[config.mk]
export PLATFORM = sky130hd
export DESIGN_NAME = sram_arbiter
export DESIGN_NICKNAME = d
export VERILOG_FILES = /design/src/rtl/sram_arbiter.sv
export SDC_FILE = /design/constraint.sdc
export NUM_CORES = 1
export LEC_CHECK = 0
export BUFFER_PORTS_ARGS = -buffer_cell sky130_fd_sc_hd__buf_2
export CAP_MARGIN = 20
export CORE_MARGIN = 2
export CORE_UTILIZATION = 37
export DETAILED_ROUTE_END_ITERATION = 8
export PLACE_DENSITY = 0.85
export SLEW_MARGIN = 20
export SYNTH_ARGS = -nofsm -noshare
export SYNTH_HDL_FRONTEND = slang
export SYNTH_SLANG_ARGS = --single-unit
[constraint.sdc]
create_clock -name clk -period 3.3 [get_ports clk]
set_input_delay 0.165 -clock clk [delete_from_list [all_inputs] [get_ports clk]]
set_output_delay 0.165 -clock clk [all_outputs]
set_load 0.03 [all_outputs]
[src/rtl/sram_arbiter.sv]
// sram_arbiter: shares one single-port synchronous SRAM between the VGA pixel
// fetcher (display port) and the image-update engine (host port).
// At most one SRAM access issues per cycle. Read data returns one cycle later
// to whichever port issued the read.
// The display port normally always wins arbitration.
// Optional feature macro: STARVE_GUARD_EN. When it is defined, a host that has
// waited MAX_WAIT cycles is granted over the display. The dropped display
// request is flagged on disp_miss.
module sram_arbiter #(
    parameter int DATA_WIDTH = 8,
    parameter int ADDR_WIDTH = 16,
    parameter int MAX_WAIT   = 15,
    parameter int WAIT_W     = 4
) (
    input  logic                  clk,
    input  logic                  reset_n,
    input  logic                  disp_req,
    input  logic [ADDR_WIDTH-1:0] disp_addr,
    output logic                  disp_valid,
    output logic [DATA_WIDTH-1:0] disp_rdata,
    output logic                  disp_miss,
    input  logic                  host_req,
    input  logic                  host_we,
    input  logic [ADDR_WIDTH-1:0] host_addr,
    input  logic [DATA_WIDTH-1:0] host_wdata,
    output logic                  host_gnt,
    output logic                  host_rvalid,
    output logic [DATA_WIDTH-1:0] host_rdata,
    output logic                  sram_en,
    output logic                  sram_we,
    output logic [ADDR_WIDTH-1:0] sram_addr,
    output logic [DATA_WIDTH-1:0] sram_wdata,
    input  logic [DATA_WIDTH-1:0] sram_rdata
);

    typedef enum logic [1:0] {
        OWN_NONE    = 2'd0,
        OWN_DISP    = 2'd1,
        OWN_HOST_RD = 2'd2
    } owner_t;

    owner_t                owner_q;
    logic [WAIT_W-1:0]     wait_cnt;
    logic [DATA_WIDTH-1:0] disp_hold_q;
    logic [DATA_WIDTH-1:0] host_hold_q;
    logic                  force_host;
    logic                  host_win;
    logic                  disp_win;

    if (MAX_WAIT >= (1 << WAIT_W)) begin : g_bad_max_wait
        $error("sram_arbiter: MAX_WAIT must be below 2**WAIT_W");
    end

`ifdef STARVE_GUARD_EN
    assign force_host = host_req && (wait_cnt == WAIT_W'(MAX_WAIT));
`else
    assign force_host = 1'b0;
`endif

    assign host_win  = host_req && (!disp_req || force_host);
    assign disp_win  = disp_req && !force_host;
    assign host_gnt  = host_win;
    assign disp_miss = disp_req && force_host;

    // Drive the SRAM from this cycle's arbitration winner; an idle bus is all zero
    always_comb begin
        sram_en    = 1'b0;
        sram_we    = 1'b0;
        sram_addr  = '0;
        sram_wdata = '0;
        if (host_win) begin
            sram_en    = 1'b1;
            sram_we    = host_we;
            sram_addr  = host_addr;
            sram_wdata = host_wdata;
        end else if (disp_win) begin
            sram_en    = 1'b1;
            sram_addr  = disp_addr;
        end
    end

    // Remember who owns the read data that the SRAM will present next cycle
    always_ff @(posedge clk or negedge reset_n) begin
        if (!reset_n) begin
            owner_q <= OWN_NONE;
        end else if (disp_win) begin
            owner_q <= OWN_DISP;
        end else if (host_win && !host_we) begin
            owner_q <= OWN_HOST_RD;
        end else begin
            owner_q <= OWN_NONE;
        end
    end

    // Count how long the host has been kept waiting, saturating at all-ones
    always_ff @(posedge clk or negedge reset_n) begin
        if (!reset_n) begin
            wait_cnt <= '0;
        end else if (host_req && !host_win) begin
            if (wait_cnt != {WAIT_W{1'b1}}) begin
                wait_cnt <= wait_cnt + 1'b1;
            end
        end else begin
            wait_cnt <= '0;
        end
    end

    // Keep the last word each port received so its rdata holds between responses
    always_ff @(posedge clk or negedge reset_n) begin
        if (!reset_n) begin
            disp_hold_q <= '0;
            host_hold_q <= '0;
        end else begin
            if (owner_q == OWN_DISP) begin
                disp_hold_q <= sram_rdata;
            end
            if (owner_q == OWN_HOST_RD) begin
                host_hold_q <= sram_rdata;
            end
        end
    end

    // Route the SRAM's registered read data to the port that issued the read
    always_comb begin
        disp_valid  = (owner_q == OWN_DISP);
        host_rvalid = (owner_q == OWN_HOST_RD);
        disp_rdata  = disp_valid  ? sram_rdata : disp_hold_q;
        host_rdata  = host_rvalid ? sram_rdata : host_hold_q;
    end

endmodule

# After elaboration in Yosys (flattened, before gate mapping)
# Cells that the tools add are included.
[totals]
ff_bits = 18
input_bits = 53
wordCells = 19
output_inout_bits = 46
[classes]
mux = 10
n_eq_ne = 2
n_reduce_logical = 4
[ops]
columns = ["op", "count"]
rows = [
  ["16-bit two-way mux", 2],
  ["8-bit two-way mux", 3],
  ["2-bit two-way mux", 2],
  ["1-bit two-way mux", 3],
  ["2-bit by 1-bit == test with 1-bit output (second input constant)", 1],
  ["2-bit == test (second input constant)", 1],
  ["1-bit logical AND", 2],
  ["1-bit zero test", 2],
]

# Logic depth before layout (Yosys ltp)
# Gate-level depths: netlist of run 1.
[logic_depth]
ltp_word = 5
depth_mapped = 5
mapped_depth_nobuf = 2

# Worst setup path after synthesis of run 1
# OpenSTA, ideal clock, no wires.
[synth_timing]
kind = "register to output"
startpoint = "register owner_q[1]"
endpoint = "output disp_rdata[0]"
arrival_ps = 1184
path_slack_ps = 1951
path_stages_with_launch = 4
n_path_buf = 1
t_required_ps = 3135
path_cell_list = "dfrtp_1 -> nor2b_1 -> buf_2 -> mux2_2"
[synth_between]
elab_chain_len = 2
[synth_rtl]
columns = ["item", "line_no", "source"]
rows = [
  ["start, declared", "42", "owner_t owner_q;"],
  ["start signal, assigned", "85", "owner_q <= OWN_NONE;"],
  ["start signal, assigned", "87", "owner_q <= OWN_DISP;"],
  ["start signal, assigned", "89", "owner_q <= OWN_HOST_RD;"],
  ["2-bit by 1-bit == test with 1-bit output", "125", "disp_valid = (owner_q == OWN_DISP);"],
  ["net disp_valid", "19", "output logic disp_valid,"],
  ["8-bit two-way mux", "127", "disp_rdata = disp_valid ? sram_rdata : disp_hold_q;"],
  ["end, declared", "20", "output logic [DATA_WIDTH-1:0] disp_rdata,"],
]
# The timed path passes the listed nets, and every way through them passes these cells.

# Final worst setup path of run 1
[layout_timing]
startpoint = "register owner_q[1]"
endpoint = "output disp_rdata[5]"
[layout_between]
elab_chain_len = 2
[layout_rtl]
columns = ["item", "line_no"]
rows = [
  ["2-bit by 1-bit == test with 1-bit output", "125"],
  ["8-bit two-way mux", "127"],
]
# Every way passes these cells.

==> results of run 1 <==
-- synthesized netlist by cell type (all sizes together) --
master	number	area share (%)
dfrtp	18	48
or2	1	0.67
and2b	1	0.80
and2	9	6.0
nor2b	2	1.6
inv	1	0.40
conb	1	0.40
a22o	16	15
buf	8	7.2
mux2	16	19
nand2b	1	0.67
-- flip-flops by register name (all words and copies together) (netlist names) --
signal       count
disp_hold_q      8
owner_q          2
host_hold_q      8
-- worst max-delay path: stages (launching register included) --
cell and delay [ns]:
dfrtp_1 0.39, nor2b_1 0.64, mux2_2 0.43, buf_2 0.18
-- routing by layer --
| layer | global-route usage, % | wire (um) | up-vias |
|---|---|---|---|
| met2 | 33.9 | 1360 | 63 |
| met5 | 0 | 0 | - |
| met1 | 16.8 | 919 | 408 |
| met4 | 6.67 | 18 | 0 |
| li1 | - | - | 448 |
| met3 | 4.64 | 266 | 2 |
-- cell type report --
| class | instances | area [um2] | area share (%) |
|---|---|---|---|
| clock buffers | 3 | 22.5 | 1.58 |
| inverters | 1 | 3.75 | 0.263 |
| multi-input cells | 47 | 415 | 29.1 |
| flip-flops and latches | 18 | 450 | 31.6 |
| well taps | 30 | 37.5 | 2.63 |
| repair buffers | 98 | 495 | 34.8 |
-- what timing repair did --
action                                  CTS  global route
hold endpoints to repair                 18             0
buffers inserted                          0             0
hold buffers                              1             0
endpoints found under the setup margin    0             0
-- cells in the final DEF (no fill, tap or decap), types with 3 or more instances in the layout --
| cell type | netlist | routed |
|---|---|---|
| a22o_1 | 16 | 16 |
| mux2_2 | 16 | 16 |
| clkbuf_4 | 0 | 3 |
| and2_1 | 9 | 9 |
| dfrtp_1 | 18 | 18 |
| buf_2 | 3 | 97 |
-- cell families (layout without fill, tap and decap cells) --
| logic type | after synthesis | count (layout) | synth area share (%) |
|---|---|---|---|
| flops | 18 | 18 | 48.1 |
| buf+inv | 9 | 102 | 7.61 |
| mux | 16 | 16 | 19.2 |
| compound gates | 16 | 16 | 15.0 |
| other cells | 1 | 1 | 0.400 |
| simple gates | 14 | 14 | 9.75 |
-- metrics by stage --
stage               utilization [%]  std cells  setup WS, ns  hold WS [ns]
floorplan                         -         74          1.95        -0.131
global placement               57.3        193          1.59         0.101
finish                         58.6        197          1.21         0.132
global route                   58.6        197          1.11         0.129
CTS                            58.6        197          1.19         0.127
detailed placement             57.3        193          1.53         0.108
-- final timing paths --
kind | end | slack [ns] | startpoint | cells past startpoint
max reg2reg | disp_hold_q[5]$_DFF_PN0_ | 1.74 | owner_q[1]$_DFF_PN0_ | 2
min in group asynchronous | host_hold_q[1]$_DFF_PN0_ | 0.32 | reset_n | 2
max in group asynchronous | host_hold_q[7]$_DFF_PN0_ | 2.70 | reset_n | 2
min reg2reg | disp_hold_q[6]$_DFF_PN0_ | 0.50 | disp_hold_q[6]$_DFF_PN0_ | 1
max | disp_rdata[5] | 1.21 | owner_q[1]$_DFF_PN0_ | 3
min | host_hold_q[2]$_DFF_PN0_ | 0.13 | sram_rdata[2] | 2
-- power by group through the flow --
stage	Clock, mW	Sequential (mW)	Combinational [mW]
2_1_floorplan	0	0.264	0.197
3_3_place_gp	0	0.265	0.276
3_5_place_dp	0	0.268	0.283
4_1_cts	0.110	0.263	0.285
5_1_grt	0.120	0.266	0.302
6_report	0.105	0.262	0.282
==> qor.csv, run 1 <==
stage,metric,value,unit
logic_synthesis,Synth Instances,74,
logic_synthesis,synth unique cells,14,
routing,First-pass DRT Iterations,2,
clock_tree,"Reg clk slew, reported paths",0.09,ns
timing,Fmax,0.480,GHz
layout,fill cell count,230,
place,PortBufs,97,
routing,Wirelength per Cell,13.0,um
die,I/O pin total,99,
global_route,All-Layer GR Usage,17.3,%
timing,Max Slew Vio Count,0,
setup_path,CP Capture Type,primary output,
global_route,first-pass GRT wire length,3730,um
logic_synthesis,post-synth net total,127,
die,Die Span Y,54.3,um
run_status,status,completed,
place,Final GP Congestion,0.693,
clock_tree,CTS max path bufs,2,
timing,Tcrit/Tclk final,63.2,%
logic_synthesis,syn_area_per_cell,12.7,um2
setup_path,"Arr. time, crit path",1.92,ns
layout,n_diodes,0,
global_route,largest net degree at the start of global routing,28,
timing,Clock Skew,0.000782,ns
routing,Vias,921,
die,die area,0.00295,mm2
clock_tree,clock latency on the worst-skew pair,0.29,ns
global_route,number of global-route vias before repair,901,
clock_tree,Sink Count,18,
routing,First DRT Iteration DRCs,4,
clock_tree,CTS root buf,clkbuf_4,
global_route,gr ovfl total,0,
routing,post-DR vias/cell,4.68,
layout,layout cells sized above 1,70.7,%
setup_path,Critical Path RT,3.13,ns
routing,DRT Wirelength,2570,um
layout,final cell area excluding filler cells,0.00143,mm2
pwr,Pwr Total,0.648,mW
clock_tree,H-tree levels,1,
logic_synthesis,Synth Register Bits,18,
place,Post-DP Area,0.00139,mm2
logic_synthesis,"Seq/Total Area, Yosys",48.1,%
die,core footprint,0.00243,mm2
global_route,initial antenna violation count,0,
clock_tree,total CTS buffers,3,
die,Die W,54.3,um
pwr,Comb power frac,43.4,%
setup_path,Crit Path Class,register to primary output,
layout,# nets final,222,
timing,relative slew slack,41.9,%
pwr,switching part of the total,38.6,%
timing,Hold Fails Final Rpt,0,
timing,RSZ-0062 raised after global routing,no,
hold_path,Worst Hold Class,primary input to register,
place,HPWL Detailed,2130,um
pwr,PwrDens,455,mW/mm2
timing,Fin Setup TNS,0,ns
run,max-cap violations,0,
logic_synthesis,synth warn,0,
setup_path,crit start category,register,
pwr,sequential share of power,40.4,%
timing,Final Setup Violations,0,
pwr,P_sw,0.250,mW
die,initial core utilization,38.5,%
layout,synth-to-layout area growth,52.1,%
pwr,Leak,0.810,nW
setup_path,peak fanout along the critical path,9,
pwr,Internal,0.398,mW
timing,Final min period,2.09,ns
timing,slew of the pin with the lowest slew margin,0.868,ns
routing,Routed Antenna Nets,0,
pwr,clock power share,16.1,%
clock_tree,CTS resizes,0,
routing,DRC Markers,0,
pwr,worst IR drop on VDD,0.262,mV
die,Site Rows,18,
logic_synthesis,synthesized cell area,937,um2
clock_tree,CTS tree,yes,
Power figures use the tool's default switching activity.
==> run 2: changes to the inputs <==
--- a/config.mk
+++ b/config.mk
@@ -8,9 +8,9 @@
 export BUFFER_PORTS_ARGS = -buffer_cell sky130_fd_sc_hd__buf_2
 export CAP_MARGIN = 20
 export CORE_MARGIN = 2
-export CORE_UTILIZATION = 37
+export CORE_UTILIZATION = 31
 export DETAILED_ROUTE_END_ITERATION = 8
-export PLACE_DENSITY = 0.85
+export PLACE_DENSITY = 0.76
 export SLEW_MARGIN = 20
 export SYNTH_ARGS = -nofsm -noshare
 export SYNTH_HDL_FRONTEND = slang
==> constraint.sdc (replaced) <==
create_clock -name clk -period 1.84 [get_ports clk]
set_input_delay 0.092 -clock clk [delete_from_list [all_inputs] [get_ports clk]]
set_output_delay 0.092 -clock clk [all_outputs]
set_load 0.03 [all_outputs]
==> run 2 against run 1 <==
Effect of this change: the flow now finishes with violations (DRC); worst setup slack worse by 1.1 ns; power is 87% higher; hold slack worse by 0.067 ns; sequential share of layout area is 0.81 points lower; die area is 18% higher; global-route usage is 2.9 points lower; first-iteration DRC count grew to 4.8 times the previous value; largest cell class unchanged; highest routed layer unchanged.
==> qor.csv, run 2 (synthesized netlist as in run 1, its figures left out) <==
stage,metric,value,unit,change
timing,Fin Setup TNS,0,ns,unchanged
pwr,PwrDens,828,mW/mm2,+82%
layout,layout cells sized above 1,71.3,%,+0.69 points
global_route,number of global-route vias before repair,887,,-1.6%
routing,First-pass DRT Iterations,8,,+6
timing,Final Setup Violations,0,,unchanged
global_route,initial antenna violation count,0,,unchanged
routing,First DRT Iteration DRCs,19,,+15
timing,Final WS setup,0.149,ns,-1.07 ns
clock_tree,clock latency on the worst-skew pair,0.28,ns,about the same
timing,Max Slew Vio Count,0,,unchanged
timing,RSZ-0062 raised after global routing,no,,
die,initial core utilization,33.4,%,-5.1 points
global_route,largest net degree at the start of global routing,20,,-29%
global_route,first-pass GRT wire length,3830,um,+2.6%
die,Die W,59.0,um,+8.6%
die,Die Span Y,59.0,um,+8.6%
place,HPWL Detailed,2210,um,+4.1%
pwr,Leak,0.833,nW,+2.8%
hold_path,hold_sp,sram_rdata[4],,
timing,Fmax,0.591,GHz,
die,core footprint,0.00281,mm2,+15%
global_route,All-Layer GR Usage,14.4,%,-2.9 points
clock_tree,postcts setup bufs,0,,unchanged
setup_path,Crit Path Class,register to primary output,,
global_route,gr ovfl total,0,,unchanged
run_status,failing checks,DRC,,
die,die area,0.00348,mm2,+18%
pwr,worst IR drop on VDD,0.282,mV,+7.9%
routing,Vias,947,,+2.8%
die,Site Rows,19,,+1
place,Post-DP Area,0.00142,mm2,+1.7%
setup_path,crit start category,register,,
layout,# nets final,225,,+1.4%
setup_path,Critical Path RT,1.75,ns,-1.38 ns
setup_path,CP Capture Type,primary output,,
timing,Clock Skew,0.00215,ns,+0.00137 ns
clock_tree,H-tree levels,1,,unchanged
layout,n_diodes,0,,unchanged
run_status,status,"complete, but fails checks",,
clock_tree,CTS root buf,clkbuf_4,,
setup_path,Reg2Reg Depth,2,,unchanged
layout,synth-to-layout area growth,56.1,%,
setup_path,peak fanout along the critical path,9,,unchanged
timing,Hold Fails Final Rpt,0,,unchanged
hold_path,Worst Hold Class,primary input to register,,
setup_path,reg2reg setup slack,0.59,ns,-1.15 ns
hold_path,worst hold stages,2,,unchanged
place,PortBufs,97,,unchanged
layout,fill cell count,266,,+16%
layout,most frequent cells in the layout,"buf_2, dfrtp_1, mux2_2, a22o_1, and2_1",,
setup_path,reg-to-reg endpoint,host_hold_q[5]$_DFF_PN0_,,
layout,final cell area excluding filler cells,0.00146,mm2,+2.6%
clock_tree,"Reg clk slew, reported paths",0.09,ns,about the same
layout,Top Registers,"disp_hold_q: 8 flops, host_hold_q: 8 flops, owner_q: 2 flops",,
routing,DRC Markers,4,,+4
routing,DRT Wirelength,2580,um,+0.66%
clock_tree,total CTS buffers,3,,unchanged
routing,Wirelength per Cell,12.8,um,-1.8%
timing,Tcrit/Tclk final,91.9,%,
setup_path,worst reg2reg path startpoint,owner_q[1]$_DFF_PN0_,,
layout,"commonest non-fill, non-tap cell in the layout",buf_2,,
setup_path,"Arr. time, crit path",1.60,ns,-0.32 ns
run,max-cap violations,0,,unchanged
clock_tree,CTS max path bufs,2,,unchanged
clock_tree,Sink Count,18,,unchanged
timing,Final min period,1.69,ns,
routing,Routed Antenna Nets,0,,unchanged
clock_tree,CTS tree,yes,,
routing,post-DR vias/cell,4.69,,+0.28%
place,pre-CTS setup slack,0.442,ns,-1.08 ns
hold_path,end of the worst hold path,host_hold_q[4]$_DFF_PN0_,,
place,Final GP Congestion,0.704,,+1.5%
die,I/O pin total,99,,unchanged
-- run 2: power by group --
| part | total, mW | internal [mW] | switching [mW] |
|---|---|---|---|
| logic | 0.512 | 0.186 | 0.326 |
| clock network | 0.229 | 0.120 | 0.108 |
| registers | 0.470 | 0.456 | 0.0141 |
-- run 2: critical path, stage by stage, from the launching register on --
cell and delay (ns):
dfrtp_1 0.39, nand2b_1 0.33, mux2_2 0.41, buf_2 0.18
-- run 2: worst max path at each step --
stage / endpoint / slack (ns) / start / depth (start not counted)
final: host_rdata[5] / 0.15 / owner_q[1]$_DFF_PN0_ / 3
after global routing: host_rdata[5] / 0.06 / owner_q[1]$_DFF_PN0_ / 3
after CTS: host_rdata[5] / 0.11 / owner_q[1]$_DFF_PN0_ / 3
after detailed placement: host_rdata[5] / 0.44 / owner_q[1]$_DFF_PN0_ / 3
after global placement: host_rdata[6] / 0.49 / owner_q[1]$_DFF_PN0_ / 3
after floorplan: disp_hold_q[0]$_DFF_PN0_ / 0.50 / owner_q[1]$_DFF_PN0_ / 3
-- run 2: routing by layer --
metal / routed length [um] / GRT usage [%] / part of all wire, % / up-vias
met5: 0 / 0 / 0 / -
met4: 28 / 4.87 / 1.1 / 0
met3: 242 / 1.75 / 9.4 / 4
met2: 1380 / 28.3 / 54 / 66
met1: 929 / 15.5 / 36 / 422
li1: - / - / - / 455
-- run 2: final cells by class --
class / instances / area, um2 / share of cell area (%)
multi-input combinational: 47 / 415 / 28.4
timing repair buffer: 101 / 518 / 35.4
inverter: 1 / 3.75 / 0.257
sequential: 18 / 450 / 30.8
tap: 31 / 38.8 / 2.65
clock buffer: 4 / 36.3 / 2.48
-- run 2: metrics by stage --
step                      hold slack [ns]  util, %  std cells  total power, mW
after global placement             0.0316     50.5        197            0.980
final                              0.0659     52.1        202             1.21
after floorplan                    -0.204        -         74            0.827
after CTS                          0.0508     52.1        202             1.23
after global routing               0.0608     52.1        202             1.27
after detailed placement           0.0402     50.5        197            0.994
-- run 2: timing repair --
item | 4_1_cts | 5_1_grt
endpoints found under the hold margin | 18 | 0
hold buffers | 1 | 0
resized for setup | 0 | 0
setup endpoints to repair | 0 | 0
==> run 3: changes to the inputs <==
--- a/config.mk
+++ b/config.mk
@@ -7,10 +7,11 @@
 export LEC_CHECK = 0
 export BUFFER_PORTS_ARGS = -buffer_cell sky130_fd_sc_hd__buf_2
 export CAP_MARGIN = 20
+export CORE_ASPECT_RATIO = 1.1
 export CORE_MARGIN = 2
 export CORE_UTILIZATION = 31
 export DETAILED_ROUTE_END_ITERATION = 8
-export PLACE_DENSITY = 0.76
+export PLACE_DENSITY = 0.86
 export SLEW_MARGIN = 20
 export SYNTH_ARGS = -nofsm -noshare
 export SYNTH_HDL_FRONTEND = slang
==> run 3 against run 2 <==
Effect of this change: critical path depth unchanged; largest cell class unchanged; the flow now finishes without violations; flip-flop and latch count unchanged; final cell count unchanged; non-clock buffer count decreased by 1; sequential share of layout area increased by 0.40 points; first-iteration DRC count decreased by 11%; global-route usage decreased by 0.69 points; via count increased by 0.53%; critical path type unchanged; utilization decreased by 1.1 points.
==> qor.csv, run 3 (synthesized netlist as in run 1, its figures left out) <==
stage,metric,value,unit,change
run_status,status,completed,,
place,Post-DP Area,0.00141,mm2,-0.35%
setup_path,Reg2Reg Depth,2,,unchanged
clock_tree,clock latency on the worst-skew pair,0.27,ns,about the same
setup_path,peak fanout along the critical path,9,,unchanged
clock_tree,CTS Hold Bufs,1,,unchanged
timing,RSZ-0062 raised after global routing,no,,
die,Die Span Y,61.7,um,+4.6%
routing,Wirelength per Cell,12.3,um,-3.5%
clock_tree,postcts setup bufs,0,,unchanged
pwr,sequential share of power,40.7,%,+1.9 points
place,pre-CTS setup slack,0.465,ns,+0.0228 ns
timing,Tcrit/Tclk final,89.7,%,-2.2 points
clock_tree,CTS resizes,0,,unchanged
routing,DRC Markers,0,,-4
pwr,worst IR drop on VDD,0.531,mV,+88%
pwr,Comb power frac,43.9,%,+1.6 points
pwr,P_sw,0.440,mW,-1.9%
die,Die W,56.4,um,-4.3%
hold_path,Worst Hold Class,primary input to register,,
setup_path,crit start category,register,,
pwr,clock power share,15.3,%,-3.6 points
clock_tree,Sink Count,18,,unchanged
setup_path,CP peak stage delay,0.40,ns,about the same
global_route,number of global-route vias before repair,906,,+2.1%
routing,Vias,952,,+0.53%
setup_path,Crit Path Class,register to primary output,,
pwr,switching part of the total,38.0,%,+1.0 points
die,core footprint,0.00283,mm2,+0.80%
timing,Final WS setup,0.189,ns,+0.0407 ns
die,I/O pin total,99,,unchanged
timing,Fmax,0.606,GHz,+2.5%
routing,First DRT Iteration DRCs,17,,-2
clock_tree,H-tree levels,1,,unchanged
global_route,gr ovfl total,0,,unchanged
layout,synth-to-layout area growth,54.1,%,
run,max-cap violations,0,,unchanged
layout,n_diodes,0,,unchanged
place,Final GP Congestion,0.735,,+4.4%
setup_path,Critical Path RT,1.75,ns,about the same
setup_path,CP Capture Type,primary output,,
pwr,Pwr Total,1.16,mW,-4.5%
layout,"commonest non-fill, non-tap cell in the layout",buf_2,,
die,initial core utilization,33.1,%,-0.27 points
clock_tree,total CTS buffers,3,,unchanged
layout,layout cells sized above 1,71.0,%,-0.34 points
setup_path,CP max stage cell,mux2_2,,
pwr,Leak,0.820,nW,-1.5%
global_route,initial antenna violation count,0,,unchanged
setup_path,"Arr. time, crit path",1.56,ns,-0.04 ns
setup_path,CP Cell Sequence,nand2b_1 -> mux2_2 -> buf_2,,
clock_tree,CTS root buf,clkbuf_4,,
clock_tree,"Reg clk slew, reported paths",0.09,ns,about the same
routing,First-pass DRT Iterations,2,,-6
timing,Final min period,1.65,ns,-0.0407 ns
clock_tree,CTS max path bufs,2,,unchanged
timing,Hold Fails Final Rpt,0,,unchanged
routing,Routed Antenna Nets,0,,unchanged
timing,Fin Setup TNS,0,ns,unchanged
place,HPWL Detailed,2160,um,-2.3%
routing,DRT Wirelength,2490,um,-3.5%
pwr,PwrDens,801,mW/mm2,-3.3%
timing,Final Setup Violations,0,,unchanged
layout,# nets final,224,,-0.44%
die,die area,0.00348,mm2,about the same
place,PortBufs,97,,unchanged
hold_path,worst hold stages,2,,unchanged
routing,post-DR vias/cell,4.71,,+0.53%
global_route,largest net degree at the start of global routing,20,,unchanged
die,Site Rows,20,,+1
layout,final cell area excluding filler cells,0.00144,mm2,-1.3%
layout,most frequent cells in the layout,"buf_2, dfrtp_1, mux2_2, a22o_1, and2_1",,
pwr,Internal,0.716,mW,-6.0%
layout,Top Registers,"disp_hold_q: 8 flops, host_hold_q: 8 flops, owner_q: 2 flops",,
clock_tree,CTS tree,yes,,
global_route,first-pass GRT wire length,3710,um,-3.1%
timing,Clock Skew,0.00150,ns,-0.000659 ns
global_route,All-Layer GR Usage,13.7,%,-0.69 points
timing,Max Slew Vio Count,0,,unchanged
-- run 3: power groups by stage --
stage / combinational, mW / sequential, mW / clock (mW)
2_1_floorplan: 0.353 / 0.473 / 0
3_3_place_gp: 0.504 / 0.476 / 0
3_5_place_dp: 0.513 / 0.480 / 0
4_1_cts: 0.515 / 0.472 / 0.188
5_1_grt: 0.542 / 0.475 / 0.197
6_report: 0.508 / 0.471 / 0.177
-- run 3: per-stage QoR --
| step | hold slack [ns] | instances | utilization, % |
|---|---|---|---|
| 4_1_cts | 0.0664 | 202 | 51.1 |
| 2_1_floorplan | -0.204 | 74 | - |
| 5_1_grt | 0.0714 | 202 | 51.1 |
| 6_report | 0.0741 | 202 | 51.1 |
| 3_3_place_gp | 0.0336 | 198 | 49.9 |
| 3_5_place_dp | 0.0370 | 198 | 49.9 |
-- run 3: critical path: cells and delay by family, from the launching register on --
family,cells,cell delay (ns)
mux,1,0.40
buf+inv,1,0.18
flops,1,0.34
simple gates,1,0.36
-- run 3: routing by layer --
layer	vias to the layer above	wire length, um	share of wire (%)	GRT usage, %
met5	-	0	0	0
met4	0	10	0.40	4.08
met3	2	284	11	3.78
met2	65	1300	52	26.7
met1	433	900	36	14.4
li1	452	-	-	-
-- run 3: layout make-up --
class	instances	area, um2
Clock buffer	3	22.5
Fill cell	275	1380
Inverter	1	3.75
Multi-Input combinational cell	47	415
Sequential cell	18	450
Tap cell	33	41.3
Timing Repair Buffer	100	510
-- run 3: worst paths after layout --
path,end,slack [ns],startpoint
setup / recovery,host_rdata[6],0.19,owner_q[0]$_DFF_PN0_
hold / removal,host_hold_q[7]$_DFF_PN0_,0.07,sram_rdata[7]
setup reg to reg,host_hold_q[4]$_DFF_PN0_,0.63,owner_q[0]$_DFF_PN0_
hold reg to reg,host_hold_q[7]$_DFF_PN0_,0.50,host_hold_q[7]$_DFF_PN0_
max in group asynchronous,host_hold_q[0]$_DFF_PN0_,1.30,reset_n
min in group asynchronous,host_hold_q[5]$_DFF_PN0_,0.27,reset_n
